## src/rtl/pc_fetch_unit.sv

```systemverilog
`default_nettype none
// +---------------------------------------------------------------------------+
// | pc_fetch_unit: five-state PC sequencer with stall, redirect and trap.     |
// | Rev 1.0                                                                   |
// +---------------------------------------------------------------------------+
module pc_fetch_unit #(
  parameter logic [31:0] RESET_VECTOR = 32'h0000_0000,
  parameter int          CNT_W        = 16
) (
  input  logic             iClk,
  input  logic             iRstN,
  input  logic             iStall,
  input  logic             iPCSrc,
  input  logic             iTargetSel,
  input  logic [31:0]      iImmExt,
  input  logic [31:0]      iJumpReg,
  output logic [31:0]      oPC,
  output logic [31:0]      oPCPlus4,
  output logic             oValid,
  output logic             oRedirect,
  output logic             oMisaligned,
  output logic [CNT_W-1:0] oRedirectCount
);

  typedef enum logic [2:0] {
    S_BOOT   = 3'd0,
    S_RUN    = 3'd1,
    S_HOLD   = 3'd2,
    S_BUBBLE = 3'd3,
    S_TRAP   = 3'd4
  } state_t;

  localparam logic [CNT_W-1:0] c_cnt_one = {{(CNT_W-1){1'b0}}, 1'b1};

  state_t           r_state;
  logic [31:0]      r_pc;
  logic             r_valid;
  logic             r_redirect;
  logic             r_misaligned;
  logic [CNT_W-1:0] r_count;

  logic [31:0]      w_pc_plus4;
  logic [31:0]      w_target;
  logic             w_aligned;
  logic             w_cnt_sat;

  assign w_pc_plus4 = r_pc + 32'd4;
  // Register jumps drop bit 0 so JALR-style targets are halfword-agnostic.
  assign w_target   = iTargetSel ? (iJumpReg & ~32'h1) : (r_pc + iImmExt);
  assign w_aligned  = (w_target[1:0] == 2'b00);
  assign w_cnt_sat  = &r_count;

  always_ff @(posedge iClk or negedge iRstN) begin
    if (!iRstN) begin
      r_state      <= S_BOOT;
      r_pc         <= RESET_VECTOR;
      r_valid      <= 1'b0;
      r_redirect   <= 1'b0;
      r_misaligned <= 1'b0;
      r_count      <= '0;
    end else begin
      r_redirect <= 1'b0;
      case (r_state)
        S_BOOT: begin
          r_state <= S_RUN;
          r_valid <= 1'b1;
        end
        S_RUN: begin
          if (iStall) begin
            r_state <= S_HOLD;
            r_valid <= 1'b0;
          end else if (iPCSrc) begin
            r_valid <= 1'b0;
            if (w_aligned) begin
              r_pc       <= w_target;
              r_redirect <= 1'b1;
              r_state    <= S_BUBBLE;
              if (!w_cnt_sat) r_count <= r_count + c_cnt_one;
            end else begin
              r_misaligned <= 1'b1;
              r_state      <= S_TRAP;
            end
          end else begin
            r_pc    <= w_pc_plus4;
            r_valid <= 1'b1;
          end
        end
        S_HOLD: begin
          // PC is not advanced on exit so the held instruction re-issues.
          if (!iStall) begin
            r_state <= S_RUN;
            r_valid <= 1'b1;
          end else begin
            r_valid <= 1'b0;
          end
        end
        S_BUBBLE: begin
          r_state <= iStall ? S_HOLD : S_RUN;
          r_valid <= !iStall;
        end
        S_TRAP: begin
          r_valid      <= 1'b0;
          r_misaligned <= 1'b1;
        end
        default: begin
          r_state <= S_BOOT;
          r_valid <= 1'b0;
        end
      endcase
    end
  end

  assign oPC            = r_pc;
  assign oPCPlus4       = w_pc_plus4;
  assign oValid         = r_valid;
  assign oRedirect      = r_redirect;
  assign oMisaligned    = r_misaligned;
  assign oRedirectCount = r_count;

endmodule
`default_nettype wire

```

## config.mk

```make
export PLATFORM = sky130hd
export DESIGN_NAME = pc_fetch_unit
export DESIGN_NICKNAME = d
export VERILOG_FILES = /design/src/rtl/pc_fetch_unit.sv
export SDC_FILE = /design/constraint.sdc
export NUM_CORES = 1
export LEC_CHECK = 0
export ABC_CLOCK_PERIOD_IN_PS = 3700
export CAP_MARGIN = 20
export CORE_UTILIZATION = 48
export CTS_BUF_LIST = sky130_fd_sc_hd__clkbuf_16
export DETAILED_ROUTE_END_ITERATION = 10
export PLACE_DENSITY = 0.82
export SLEW_MARGIN = 10
export SYNTH_ARGS = -nofsm -noshare
export SYNTH_HDL_FRONTEND = slang
export SYNTH_SLANG_ARGS = --single-unit
export TNS_END_PERCENT = 5
```

## constraint.sdc

```tcl
create_clock -name iClk -period 3.7 [get_ports iClk]
set_input_delay 0.37 -clock iClk [delete_from_list [all_inputs] [get_ports iClk]]
set_output_delay 0.37 -clock iClk [all_outputs]
set_load 0.02 [all_outputs]
```

==> results of run 1 <==
-- worst max-delay path, stage by stage (launching register included) --
cell	delay (ps)
dfrtp_1	470
ha_2	300
and3_1	320
nand2_2	180
nor3_4	350
nand3_1	200
nor2_2	220
xor2_1	170
clkdlybuf4s50_1	620
-- kinds of logic (layout without fill, tap and decap cells) --
| group | Yosys count | in the layout | synth area share, % |
|---|---|---|---|
| AOI/OAI and AO/OA | 197 | 197 | 25.13 |
| xor gates and xnor gates | 65 | 65 | 11.34 |
| adders and majority gates | 34 | 34 | 8.624 |
| buffers and inverters | 48 | 190 | 3.863 |
| DFF | 54 | 54 | 26.92 |
| muxes | 9 | 9 | 1.944 |
| and+or+nand+nor | 225 | 225 | 22.18 |
-- worst max path at each step --
| stage | startpoint | endpoint |
|---|---|---|
| after detailed placement | iImmExt[0] | oPC[30] |
| after global routing | oPC[16] | oPCPlus4[27] |
| after floorplan | oPC[2] | oPC[30] |
| final | oPC[2] | oPCPlus4[30] |
| after CTS | oPC[2] | oPCPlus4[30] |
| after global placement | iImmExt[0] | oPC[30] |
-- flip-flops by register name, summed over array words and instances, names as in the netlist --
register and count:
oRedirectCount 16, r_state 3, oMisaligned 1, oPC 32, oRedirect 1, oValid 1
-- power breakdown --
group          switching (mW)  internal [mW]  leakage (nW)  total [mW]
registers               0.367          0.784         0.671        1.15
logic                    1.89           1.60          2.13        3.49
clock network           0.228          0.317        0.0799       0.546
total                    2.49           2.70          2.88        5.19
-- through the flow --
stage | hold WS (ps) | power (mW) | cells | setup WS (ps)
2_1_floorplan | 74.41 | 3.306 | 632 | 819.6
3_3_place_gp | 466.6 | 4.475 | 900 | 261.9
3_5_place_dp | 463.7 | 4.583 | 900 | 220.2
4_1_cts | 244.2 | 5.156 | 907 | 77.94
5_1_grt | 284.5 | 5.542 | 907 | 33.77
6_report | 202.1 | 5.185 | 907 | 196.8
-- cell usage after synthesis (all sizes together), types with 6 or more instances --
cell	count	area share, %
nand4	10	1.2
xor2	23	4.0
nor2b	7	0.87
buf	8	0.87
and3	15	1.9
mux2i	6	1.2
o211ai	8	1.4
a21o	18	2.7
ha	33	8.2
nand3	26	2.7
nand2b	8	1.0
nor3	16	1.9
nor2	55	4.2
xnor2	42	7.3
o21ai	46	4.7
o22ai	6	0.75
or3	7	0.87
dfrtp	54	27
nand2	66	5.0
a31oi	11	1.4
o21a	6	0.90
clkbuf	18	1.3
a21oi	58	6.0
inv	20	1.5
-- repair_timing --
item / in CTS / in global routing
resized for setup: 0 / 3
buffers inserted: 0 / 0
endpoints found under the setup margin: 0 / 1
-- metal layers --
| metal | part of all wire [%] | up-vias | GRT usage, % |
|---|---|---|---|
| met5 | 0 | - | 0 |
| met4 | 3.8 | 0 | 13.57 |
| met3 | 7.7 | 55 | 4.887 |
| met2 | 47 | 275 | 49.57 |
| met1 | 41 | 2552 | 38.19 |
| li1 | - | 2577 | - |
-- layout make-up --
cell class	count	area [µm²]	share of cell area, %
Clock buffer	5	125.1	1.835
Clock inverter	2	38.79	0.5687
Inverter	22	82.58	1.211
Multi-Input combinational cell	530	3482	51.05
Sequential cell	54	1351	19.81
Tap cell	133	166.4	2.440
Timing Repair Buffer	161	1574	23.08
==> results.yml, run 1 <==
floorplanning:
  dieArea_um2: 10870
  core_area_um2: 9955
  initial_utilization_pct: 50.43
  io_pins: 152
  fp-row-count: 36
  die_w_um: 104.3
  die_h_um: 104.3
timing:
  final_max_slew_viol_count: 0
  tightest_slew_ps: 931.3
  slew_headroom_pct: 37.91
  rsz0062_at_grt: "false"
  setup_viol: 0
  fin_setup_tns_ps: 0
  min_period_ps: 3503
  timing.fmax_ghz: 0.2855
  timing.final.hold_violations: 0
  skew_ps: 8.570
  fin_crit_sh_pct: 94.68
drt:
  vias: 5459
  ant_nets: 0
  drtIter0Drc: 240
  drt-wirelength-per-cell_um: 17.88
  dr.pass1.iters: 5
  via_per_inst: 6.019
  totalWireLength_um: 16220
  route.detailed.drc: 0
layout:
  syn2layout_area_growth_pct: 35.87
  final_cell_area_um2: 6820
  mostFrequentLayoutCells: "clkdlybuf4s50_1, nand2_1, a21oi_1"
  antenna_cells: 0
  drive_above_1_share_pct: 5.297
  layout.nets: 877
  fillCellCount: 833
  layout_commonest_cell: "clkdlybuf4s50_1"
  final_util_pct: 68.51
flow_run:
  max_cap_viol_count: 0
setup_path:
  critPathRequiredTime_ps: 3330
  endpoint_kind: "primary output"
  worst-r2r-setup-slack_ps: 590
  rr_worst_depth: 12
  startpoint_type: "register"
  path_class: "register to primary output"
  r2r-start: "oPC[0]"
  cp.arrival_ps: 3130
  cp_max_fo: 7
  rr_endpoint: "oPC[30]"
placement:
  portBuffers: 150
  hpwlAfterDp_um: 12270
  dpl_cell_area_um2: 6649
  gp_congestion: 0.9991
hold_path:
  hold_path.class: "input pin to async pin"
power:
  power_density_nw_per_um2: 760.3
  leakagePower_nw: 2.876
  ir_worst_vdd_uv: 409.6
global_route:
  antenna_found_initial: 0
  overflow: 0
  grt_max_degree: 46
  grt_pass1_wl_um: 26300
  grt_pass1_vias: 5316
  grt.total_usage_pct: 29.96
cts:
  holdBufCountCts: 0
  ctsRootBufferMaster: "clkbuf_16"
  clock_latency_ps: 300
  clock_path_buffers: 2
  clkSinkCount: 54
  cts_buffers: 5
  cts_max_level: 2
  clk_pin_slew_worst_paths_ps: 70
  cts_tree: "built"
yosys:
  synth_edf_count: 0
  post_synth_num_cell_types: 72
  syn_inst: 632
  postSynthAreaPerCell_um2: 7.943
  synth_nets: 735
  synthesis.area_um2: 5020
  yosys_warnings: 0
  synthArstFlopShare_pct: 100.0
  synth_flop_cell: "dfrtp_1"
  ys_seq_area_share_pct: 26.92
  synth_seq_cells: 54
status:
  outcome: "finished clean"
Note: power is estimated with default switching activity, not from simulation.
==> run 2, diff against run 1 <==
- PLACE_DENSITY: 0.82 -> 0.86
- SKIP_CTS_REPAIR_TIMING: not set -> 1
==> run 2 against run 1 <==
  * Power up 0.85%
  * Sequential power about the same
  * Cell area up 0.17%
  * Cell count up 0.22%
  * First-iteration DRC count up 58%
  * Critical path depth unchanged
  * Setup slack worse by 18 ps
  * Global-route usage down 0.58 points
  * Sequential share of layout area about the same
  * Combinational power about the same
  * Count of clock-buffer cells in the layout unchanged
  * Critical endpoint unchanged
  * Largest power group unchanged
  * Highest routed layer unchanged
==> results.yml, run 2 (synthesized netlist as in run 1, its figures left out) <==
status:
  outcome: "finished clean"
setup_path:
  startpoint_type: "register"
  cp.arrival_ps: 3150
  endpoint_kind: "primary output"
  cp_max_fo: 7
  critPathRequiredTime_ps: 3330
  path_class: "register to primary output"
layout:
  drive_above_1_share_pct: 5.284
  antenna_cells: 0
  layout.nets: 878
  largest_reg_flops: 32
  layout_commonest_cell: "clkdlybuf4s50_1"
  syn2layout_area_growth_pct: 36.09
  mostFrequentLayoutCells: "clkdlybuf4s50_1, nand2_1, a21oi_1"
  final_util_pct: 68.63
placement:
  hpwlAfterDp_um: 12090
  gp_congestion: 0.9501
  portBuffers: 150
global_route:
  grt_pass1_vias: 5319
  grt_pass1_wl_um: 26300
  overflow: 0
  antenna_found_initial: 0
  grt.total_usage_pct: 29.38
  grt_max_degree: 48
timing:
  min_period_ps: 3521
  setup_viol: 0
  final_max_slew_viol_count: 0
  fin_setup_tns_ps: 0
  hold_slack_ps: 66.53
  rsz0062_at_grt: "false"
  timing.fmax_ghz: 0.2840
  slew_headroom_pct: 59.96
  tightest_slew_ps: 600.6
  skew_ps: 6.869
  fin_crit_sh_pct: 95.15
  timing.final.hold_violations: 0
power:
  leakagePower_nw: 2.884
  ir_worst_vdd_uv: 468.0
  power_density_nw_per_um2: 765.5
cts:
  clock_latency_ps: 300
  cts_max_level: 2
  ctsRootBufferMaster: "clkbuf_16"
  cts_buffers: 5
  clk_pin_slew_worst_paths_ps: 80
  clock_path_buffers: 2
  clkSinkCount: 54
  cts_tree: "built"
drt:
  vias: 5494
  route.met3.wl_um: 1055
  route.detailed.drc: 0
  top_layer: "met4"
  drtIter0Drc: 379
  wl_met2_um: 7902
  dr.pass1.iters: 5
  via_per_inst: 6.044
  wl_met1_um: 6672
  totalWireLength_um: 16100
  ant_nets: 0
  drt-wirelength-per-cell_um: 17.72
floorplanning:
  die_w_um: 104.3
  core_area_um2: 9955
  die_h_um: 104.3
  io_pins: 152
  initial_utilization_pct: 50.43
  fp-row-count: 36
  dieArea_um2: 10870
flow_run:
  max_cap_viol_count: 0
hold_path:
  hold_path.class: "input pin to async pin"
run 2: area by class of cell:
class	instances	area (µm²)
Multi-Input combinational cell	530	3477
Fill cell	797	3123
Timing Repair Buffer	162	1582
Sequential cell	54	1351
Tap cell	133	166.4
Clock buffer	5	125.1
Inverter	22	82.58
Clock inverter	3	47.55
run 2: routing by layer:
layer  vias to the layer above  global-route usage [%]
li1                       2591                       -
met1                      2605                   37.48
met2                       254                   49.72
met3                        44                   4.010
met4                         0                   12.14
met5                         -                       0
run 2: report_power, final:
part	switching, mW	internal, mW
clock	0.245	0.324
sequential	0.375	0.784
combinational	1.90	1.60
run 2: worst paths after layout:
kind                                 to  slack (ps)   startpoint  depth (start not counted)
max                        oPCPlus4[30]         180       oPC[2]                          8
min                              oPC[4]          70        iRstN                          1
max reg2reg                     oPC[12]         470       oPC[0]                         10
min reg2reg                 oMisaligned         490  oMisaligned                          1
max in group asynchronous       oPC[24]        2780        iRstN                          2
min in group iClk           oMisaligned         490  oMisaligned                          1
run 2: worst max-delay path, cell delays in order (launching register included):
cell and delay, ps:
dfrtp_1 480, ha_1 330, and3_1 330, nand2_1 170, nor3_4 280, nand3_1 220
nor2_2 230, xor2_1 180, clkdlybuf4s50_1 630
run 2: per-stage QoR:
step / cells / instance area (µm²) / power, mW / setup WS (ps)
after floorplan: 632 / 5020 / 3.306 / 819.6
after global routing: 909 / 6832 / 5.567 / 34.23
after global placement: 901 / 6656 / 4.491 / 286.3
after CTS: 909 / 6829 / 5.179 / 133.2
after detailed placement: 901 / 6656 / 4.595 / 214.5
final: 909 / 6832 / 5.229 / 179.3
==> run 3, diff against run 2 <==
--- a/config.mk
+++ b/config.mk
@@ -12,5 +12,4 @@
 export DETAILED_ROUTE_END_ITERATION = 10
 export PLACE_DENSITY = 0.86
-export SKIP_CTS_REPAIR_TIMING = 1
 export SLEW_MARGIN = 10
 export SYNTH_ARGS = -nofsm -noshare
==> constraint.sdc (replaced) <==
create_clock -name iClk -period 3.7 [get_ports iClk]
set_input_delay 0.37 -clock iClk [delete_from_list [all_inputs] [get_ports iClk]]
set_output_delay 0.37 -clock iClk [all_outputs]
set_load 0.05 [all_outputs]
==> run 3 against run 2 <==
  * Cell area is 0.95% lower
  * Critical path depth is 1 lower
  * Core utilization is 0.65 points lower
  * Sequential share of layout area is 0.19 points higher
  * Largest cell class unchanged
  * Critical endpoint is now oPCPlus4[18]
==> results.yml, run 3 (synthesized netlist as in run 1, its figures left out) <==
layout:
  mostFrequentLayoutCells: "clkdlybuf4s50_1, nand2_1, a21oi_1"
  final_cell_area_um2: 6766
  final_util_pct: 67.97
  drive_above_1_share_pct: 5.814
  syn2layout_area_growth_pct: 34.80
  layout.nets: 876
  layout_commonest_cell: "clkdlybuf4s50_1"
  antenna_cells: 0
  largest_reg_flops: 32
placement:
  dpl_cell_area_um2: 6621
  gp_congestion: 0.9563
  portBuffers: 150
  hpwlAfterDp_um: 12090
global_route:
  grt_pass1_wl_um: 25930
  antenna_found_initial: 0
  grt_pass1_vias: 5227
  met3_usage_pct: 3.008
  grt_max_degree: 48
  grt_busiest_layer: "met2"
  overflow: 0
  grt.total_usage_pct: 29.13
  grtUsageMet2_pct: 49.81
  use_met1_pct: 37.66
timing:
  timing.fmax_ghz: 0.2778
  tightest_slew_ps: 670.1
  setup_viol: 0
  timing.final.hold_violations: 0
  skew_ps: 5.135
  min_period_ps: 3600
  rsz0062_at_grt: "false"
  fin_crit_sh_pct: 97.28
  fin_setup_tns_ps: 0
  final_max_slew_viol_count: 0
  slew_headroom_pct: 55.32
setup_path:
  cpPeakStageDelay_ps: 850
  critPathRequiredTime_ps: 3330
  r2r-start: "oPC[2]"
  cp.arrival_ps: 3230
  crit_chain: "ha_1, and3_1, nand2_1, nor3_4, nand3_1, xnor2_1, clkdlybuf4s50_1"
  critPathSlowestCell: "clkdlybuf4s50_1"
  startpoint_type: "register"
  endpoint_kind: "primary output"
  worst-r2r-setup-slack_ps: 580
  startpoint: "oPC[2]"
  path_class: "register to primary output"
  cp_max_fo: 7
drt:
  vias: 5513
  drt-wirelength-per-cell_um: 17.66
  ant_nets: 0
  totalWireLength_um: 16020
  dr.pass1.iters: 6
  route.detailed.drc: 0
  via_per_inst: 6.078
  drtIter0Drc: 438
cts:
  clock_path_buffers: 2
  clkSinkCount: 54
  clk_pin_slew_worst_paths_ps: 80
  cts_setup_buffers: 0
  ctsRootBufferMaster: "clkbuf_16"
  holdBufCountCts: 0
  cts_tree: "built"
  cts-resized-gates: 0
  cts_buffers: 5
  clock_latency_ps: 300
  cts_max_level: 2
power:
  p_int_mw: 2.614
  combPwrFrac_pct: 72.4
  seq_power_share_pct: 19.4
  ir_worst_vdd_uv: 626.3
  leakagePower_nw: 2.866
  power_density_nw_per_um2: 880.1
  power.switching_mw: 3.341
  swShare_pct: 56.11
  clockPowerShare_pct: 8.2
floorplanning:
  die_h_um: 104.3
  core_area_um2: 9955
  initial_utilization_pct: 50.43
  die_w_um: 104.3
  io_pins: 152
  dieArea_um2: 10870
  fp-row-count: 36
flow_run:
  max_cap_viol_count: 0
hold_path:
  hold_path.class: "input pin to async pin"
status:
  outcome: "finished clean"
==> run 3: changes by cell type in the layout (fill, tap and decap cells not counted), sizes merged <==
| cell | before | now |
|---|---|---|
| clkinvlp | 0 | 1 |
| bufinv | 1 | 0 |
| clkdlybuf4s50 | 148 | 140 |
| buf | 14 | 20 |
==> run 3: final cells by class <==
class | instances | area (µm²)
Sequential cell | 54 | 1351
Clock buffer | 5 | 125.1
Multi-Input combinational cell | 530 | 3475
Clock inverter | 3 | 20.02
Tap cell | 133 | 166.4
Timing Repair Buffer | 160 | 1546
Fill cell | 829 | 3188
Inverter | 22 | 82.58
==> run 3: per-layer routing <==
layer,part of all wire [%],wire length (µm)
met1,41,6513
met2,49,7800
met3,7.3,1171
met4,3.3,535
met5,0,0
==> run 3: final timing paths <==
| check | end | cells after the start |
|---|---|---|
| max | oPCPlus4[18] | 7 |
| min | oPC[8] | 1 |
| max reg2reg | oPC[30] | 10 |
| min reg2reg | oMisaligned | 1 |
| max in group asynchronous | oPC[0] | 2 |
| min in group iClk | oMisaligned | 1 |
==> run 3: through the flow <==
step / hold WS [ps] / power (mW) / setup WS [ps] / cells
2_1_floorplan: 74.41 / 4.130 / 390.4 / 632
3_3_place_gp: 432.2 / 5.299 / 293.6 / 899
3_5_place_dp: 435.2 / 5.406 / 266.5 / 899
4_1_cts: 121.2 / 5.912 / 144.1 / 907
5_1_grt: 141.2 / 6.287 / 4.644 / 907
6_report: 101.1 / 5.955 / 100.5 / 907
==> run 3: power groups by stage <==
stage,Clock (mW),Sequential [mW],Combinational [mW]
floorplan,0,1.71,2.42
global placement,0,1.14,4.16
detailed placement,0,1.16,4.25
CTS,0.490,1.15,4.28
global route,0.509,1.19,4.58
finish,0.488,1.16,4.31
==> run 3: critical path, delay by kind of cell (launching register included) <==
family / cells / cell delay (ps)
adder cells (fa/ha/maj): 1 / 340
XOR/XNOR: 1 / 240
buffers and inverters: 1 / 850
flip-flops: 1 / 480
AND/OR/NAND/NOR: 4 / 1020
